--- src/rtl/fp_add_arbiter.sv ---
// fp_add_arbiter
//   Shares one external registered fp32 add/select unit between N requesters.
//   A round-robin arbiter grants at most one requester per cycle. The granted
//   operands and one-hot select are registered into the issue stage. A small
//   {valid,id} shift register follows each issue through the unit so that the
//   result can be returned tagged with the id of the requester that issued it.
//
// Parameters
//   N    number of requesters (2..8)
//   IDW  requester id width, 2**IDW >= N
//   LAT  register stages inside the external unit (1..4)
//
// Ports
//   clk, rst_n        clock, asynchronous active-low reset
//   req_valid/ready   per-requester handshake (ready is one-hot or zero)
//   req_a, req_b      32-bit operands, slice i belongs to requester i
//   req_op            2-bit op per requester: 0 add, 1 pass a, 2 pass b, 3 zero
//   add_a, add_b      registered operands to the unit
//   add_ctrl          registered one-hot select: bit2 a, bit1 b, bit0 a+b
//   add_out           unit result, valid LAT cycles after its inputs change
//   rsp_valid/id/data registered result with requester id (no backpressure)
//   busy              any operation in flight
//
// Optional feature (macro ARB_STATS_EN)
//   stats_clr         synchronous clear of all grant counters
//   grant_cnt         16-bit saturating handshake counter per requester

module fp_add_arbiter #(
  parameter int N   = 4,
  parameter int IDW = 2,
  parameter int LAT = 1
) (
  input  logic              clk,
  input  logic              rst_n,
  input  logic [N-1:0]      req_valid,
  output logic [N-1:0]      req_ready,
  input  logic [32*N-1:0]   req_a,
  input  logic [32*N-1:0]   req_b,
  input  logic [2*N-1:0]    req_op,
  output logic [31:0]       add_a,
  output logic [31:0]       add_b,
  output logic [2:0]        add_ctrl,
  input  logic [31:0]       add_out,
  output logic              rsp_valid,
  output logic [IDW-1:0]    rsp_id,
  output logic [31:0]       rsp_data,
  output logic              busy
`ifdef ARB_STATS_EN
  ,
  input  logic              stats_clr,
  output logic [16*N-1:0]   grant_cnt
`endif
);

  logic [IDW-1:0] ptr;
  logic           grant_any;
  logic [IDW-1:0] grant_id;
  logic [IDW-1:0] next_ptr;
  logic [31:0]    sel_a;
  logic [31:0]    sel_b;
  logic [1:0]     sel_op;

  logic [LAT:0]   pipe_v;
  logic [IDW-1:0] pipe_id [0:LAT];

  // Round-robin search: distance k from the pointer is the outer loop so the
  // first valid requester found is the nearest one at or after the pointer.
  // Holding req_ready low during reset keeps the handshake quiet until release.
  always_comb begin
    grant_any = 1'b0;
    grant_id  = '0;
    next_ptr  = ptr;
    sel_a     = '0;
    sel_b     = '0;
    sel_op    = '0;
    req_ready = '0;
    for (int k = 0; k < N; k++) begin
      for (int i = 0; i < N; i++) begin
        if (!grant_any && rst_n && req_valid[i] && (((int'(ptr) + k) % N) == i)) begin
          grant_any    = 1'b1;
          grant_id     = IDW'(i);
          next_ptr     = IDW'((i + 1) % N);
          sel_a        = req_a[32*i +: 32];
          sel_b        = req_b[32*i +: 32];
          sel_op       = req_op[2*i +: 2];
          req_ready[i] = 1'b1;
        end
      end
    end
  end

  // Issue stage: operands hold when idle, only the select drops to zero so the
  // unit produces 0 for idle slots.
  always_ff @(posedge clk or negedge rst_n) begin
    if (!rst_n) begin
      ptr      <= '0;
      add_a    <= '0;
      add_b    <= '0;
      add_ctrl <= 3'b000;
    end else if (grant_any) begin
      ptr   <= next_ptr;
      add_a <= sel_a;
      add_b <= sel_b;
      case (sel_op)
        2'd0:    add_ctrl <= 3'b001;
        2'd1:    add_ctrl <= 3'b100;
        2'd2:    add_ctrl <= 3'b010;
        default: add_ctrl <= 3'b000;
      endcase
    end else begin
      add_ctrl <= 3'b000;
    end
  end

  // Tracking pipe: stage LAT holds the tag whose result is on add_out now.
  always_ff @(posedge clk or negedge rst_n) begin
    if (!rst_n) begin
      pipe_v <= '0;
      for (int s = 0; s <= LAT; s++) pipe_id[s] <= '0;
    end else begin
      pipe_v     <= {pipe_v[LAT-1:0], grant_any};
      pipe_id[0] <= grant_any ? grant_id : '0;
      for (int s = 1; s <= LAT; s++) pipe_id[s] <= pipe_id[s-1];
    end
  end

  // Response stage: data and id only update for a valid tail.
  always_ff @(posedge clk or negedge rst_n) begin
    if (!rst_n) begin
      rsp_valid <= 1'b0;
      rsp_id    <= '0;
      rsp_data  <= '0;
    end else begin
      rsp_valid <= pipe_v[LAT];
      if (pipe_v[LAT]) begin
        rsp_id   <= pipe_id[LAT];
        rsp_data <= add_out;
      end
    end
  end

  assign busy = (|pipe_v) | rsp_valid;

`ifdef ARB_STATS_EN
  logic [15:0] cnt [0:N-1];

  // Clear has priority over a same-cycle handshake.
  always_ff @(posedge clk or negedge rst_n) begin
    if (!rst_n) begin
      for (int i = 0; i < N; i++) cnt[i] <= '0;
    end else if (stats_clr) begin
      for (int i = 0; i < N; i++) cnt[i] <= '0;
    end else begin
      for (int i = 0; i < N; i++) begin
        if (req_valid[i] && req_ready[i] && (cnt[i] != 16'hFFFF)) cnt[i] <= cnt[i] + 16'd1;
      end
    end
  end

  always_comb begin
    grant_cnt = '0;
    for (int i = 0; i < N; i++) grant_cnt[16*i +: 16] = cnt[i];
  end
`endif

endmodule

--- config.mk ---
export PLATFORM = sky130hd
export DESIGN_NAME = fp_add_arbiter
export DESIGN_NICKNAME = d
export VERILOG_FILES = /design/src/rtl/fp_add_arbiter.sv
export SDC_FILE = /design/constraint.sdc
export NUM_CORES = 1
export LEC_CHECK = 0
export CORE_AREA = 2 2 157 159
export DETAILED_ROUTE_END_ITERATION = 10
export DIE_AREA = 0 0 159 161
export GPL_TIMING_DRIVEN = 0
export PLACE_DENSITY_LB_ADDON = 0.12
export REMOVE_ABC_BUFFERS = 1
export SYNTH_ARGS = -nofsm -noshare
export SYNTH_HDL_FRONTEND = slang
export SYNTH_SLANG_ARGS = --single-unit
--- constraint.sdc ---
create_clock -name clk -period 3.8 [get_ports clk]
set_input_delay 0.76 -clock clk [delete_from_list [all_inputs] [get_ports clk]]
set_output_delay 0.76 -clock clk [all_outputs]
set_load 0.05 [all_outputs]
==> results.json <==
{
  "outcome": "complete, no violations",
  "post_drt_wl_per_cell_um": 24.85,
  "maxSlewHeadroom_pct": 23.19,
  "syn_area_per_cell_um2": 8.777,
  "cp_max_fo": 36,
  "hold_viol": 0,
  "synthesis.area_um2": 7548,
  "fmax_mhz": 268.7,
  "tns_ns": 0,
  "path_cells": "clkbuf_4 > nor4b_1 > or4_4 > o2111a_2 > buf_12 > or2_2 > clkdlybuf4s15_2",
  "yosysUniqueCellTypes": 68,
  "netlist_instances": 860,
  "port_buffers": 408,
  "tritoncts": "done",
  "synth_ff_type": "dfrtp_1",
  "drtAntennaViolNets": 0,
  "track_usage_pct": 29.06,
  "fin_crit_ns": 3.722,
  "die_h_um": 161,
  "r2r_cells": 9,
  "grt_pass1_wl_um": 57660,
  "clkSinkCount": 110,
  "rsz0062_at_grt": "false",
  "layoutNonFillerInstCount": 1545,
  "layout-drive-gt1-share_pct": 11.81,
  "finalNetCount": 1516,
  "fin_area_um2": 12440,
  "peakVddDrop_v": 0.0003176,
  "clock_path_buffers": 2,
  "grt-ovfl-total": 0,
  "synth_edf_count": 0,
  "holdBufCountCts": 0,
  "drt_first_pass_iters": 8,
  "path_class": "primary input to output port",
  "rows": 57,
  "start_kind": "primary input",
  "vias": 9181,
  "reg2reg_from": "ptr[0]",
  "setup_viol": 0,
  "clkTransAtPathRegs_ns": 0.09,
  "tightestPinTransition_ns": 1.149,
  "place_inst": 1510,
  "skew_ns": 0.009400,
  "num_io_pins": 409,
  "rr_endpoint": "add_b[3]",
  "fin_crit_sh_pct": 97.94,
  "start_util_pct": 31.50,
  "synth-seq-cells": 110,
  "dp_hpwl_um": 23970,
  "end_kind": "output port",
  "fp.dieW_um": 159,
  "antenna_found_initial": 5,
  "grt_max_degree": 61,
  "leakagePower_nw": 4.735,
  "cts_buffers": 9,
  "htreeDepth": 3,
  "maxSlewViolCount": 0,
  "pre_cts_ws_ns": -1.477,
  "maxCapViolations": 0,
  "fin_ws_ns": 0.07818,
  "critPathRequiredTime_ns": 3.04,
  "viasPerCell": 5.942,
  "critical_path_arrival_ns": 2.96,
  "drc": 0,
  "powerDensity_nw_per_um2": 751.8,
  "hp-class": "primary input to asynchronous set/reset pin",
  "grt_pass1_vias": 9097,
  "r2r_slack_ns": 0.58,
  "clk_latency_ns": 0.37,
  "fin_util_pct": 51.91,
  "first_iter_violations": 927,
  "worst_path_max_delay_cell": "or4_4",
  "yosysWarnings": 0,
  "cts_root_buf": "clkbuf_16",
  "crit_path_max_incr_delay_ns": 0.66,
  "gp_congestion": 0.8620,
  "drt-total-wl_um": 38390,
  "coreArea_um2": 23960,
  "seq_area_frac_synth_pct": 36.47,
  "placed_area_um2": 11900,
  "async_reset_ff_share_pct": 100.0,
  "syn2layout_area_growth_pct": 64.79,
  "dieArea_um2": 25600
}
[timing repair]
item	CTS	global route
gates resized for setup	49	10
buffers inserted	9	1
pin swaps	6	0
setup endpoints to repair	68	32
endpoints found under the hold margin	0	0
gates cloned	7	0
[kinds of logic after synthesis]
kind of cell    count (synthesis)  share of synthesized area, %
simple gates                  304                         18.61
compound gates                310                         33.02
flops                         110                         36.47
mux                            37                         5.569
buf+inv                        99                         6.332
[report_power, final]
| part | leakage [nW] | switching, W | internal (W) |
|---|---|---|---|
| Combinational | 3.24 | 0.00382 | 0.00233 |
| Clock | 0.153 | 0.000566 | 0.000484 |
| Sequential | 1.34 | 0.000432 | 0.00171 |
| Total | 4.74 | 0.00482 | 0.00453 |
[registers in the layout, summed over array words and instances (netlist names)]
name       cells
add_a         32
add_b         32
rsp_data      32
pipe_id        4
add_ctrl       3
pipe_v         2
ptr            2
rsp_id         2
rsp_valid      1
[synthesized netlist by cell type, types with 4 or more instances]
cell        n  area (um2)
a21boi_1   13       97.59
clkbuf_1   39       146.4
or2_2       4       25.02
nor2_1    116       435.4
a2bb2o_2   24       270.3
nand3_1    39       195.2
a222oi_1   64       640.6
inv_1       5       18.77
nand2b_1    5       31.28
a31oi_1    36       225.2
buf_4       6       45.04
o22ai_1    37       231.5
a2bb2o_1    5       50.05
o21ai_0    40       200.2
nand3b_1    4       30.03
o221ai_1   29       254.0
dfrtp_1   110        2753
a21oi_1     8       40.04
mux2_2     35       394.1
buf_1      11       41.29
a21boi_0   24       180.2
nand4_1    31       193.9
buf_2      31       155.2
buf_6       6       67.56
nand2_1    76       285.3
[layout make-up]
type                    instances  area (um2)
inverters                       6       27.53
fillers                      2300       11520
clock buffers                   9       225.2
clock inverters                 7       88.84
well taps                     324       405.4
diodes                          2       5.005
repair buffers                430        4434
flip-flops and latches        110        2761
multi-input cells             657        4492
[worst max path at each step]
stage | from | end | slack, ns | cells past startpoint
after floorplan | req_valid[0] | req_ready[2] | -1.12 | 5
after CTS | req_valid[2] | req_ready[0] | 0.01 | 7
after global routing | rst_n | req_ready[1] | 0.03 | 7
final | req_valid[3] | req_ready[0] | 0.08 | 7
after detailed placement | req_valid[1] | req_ready[1] | -1.48 | 6
after global placement | rst_n | req_ready[2] | -10.12 | 6
[placed cells by master, fill, tap and decap left out, types with 3 or more instances in the layout]
cell | synthesis | routed
mux2_2 | 35 | 35
a21boi_1 | 13 | 13
buf_4 | 6 | 10
nand2_1 | 76 | 76
o221ai_1 | 29 | 29
a21boi_0 | 24 | 24
nand3b_1 | 4 | 4
a21oi_4 | 0 | 3
o22ai_1 | 37 | 37
or2_2 | 4 | 5
nor3b_1 | 3 | 3
nor4b_1 | 3 | 3
nand4_1 | 31 | 31
nor2_1 | 116 | 115
clkdlybuf4s50_1 | 0 | 399
nor2b_1 | 3 | 3
nand3_1 | 39 | 37
buf_2 | 31 | 3
a222oi_1 | 64 | 64
a21oi_1 | 8 | 6
clkbuf_16 | 0 | 9
inv_1 | 5 | 5
buf_12 | 0 | 8
a2bb2o_2 | 24 | 24
dfrtp_1 | 110 | 107
a31oi_1 | 36 | 36
o21a_1 | 3 | 3
nor3_1 | 3 | 3
a2bb2o_1 | 5 | 5
nand2b_1 | 5 | 5
o21ai_0 | 40 | 39
buf_16 | 0 | 4
[routing by layer]
layer,up-vias,routed length (um),global-route usage [%]
li1,4109,-,-
met1,4486,15420,37.02
met2,530,18270,48.06
met3,54,3806,7.910
met4,2,878,9.339
met5,-,13,0
[worst max-delay path, delay by kind of cell]
kind | cells | cell delay [ns]
simple gates | 3 | 1.04
buf+inv | 3 | 0.78
compound gates | 1 | 0.33
[per-stage QoR]
stage / total power (W) / hold WS (ns)
final: 0.009352 / 0.2363
after detailed placement: 0.008120 / 0.3402
after global routing: 0.009830 / 0.2684
after floorplan: 0.005734 / 0.3312
after CTS: 0.009363 / 0.2647
after global placement: 0.007953 / 0.3329
Power figures use the tool's default switching activity.
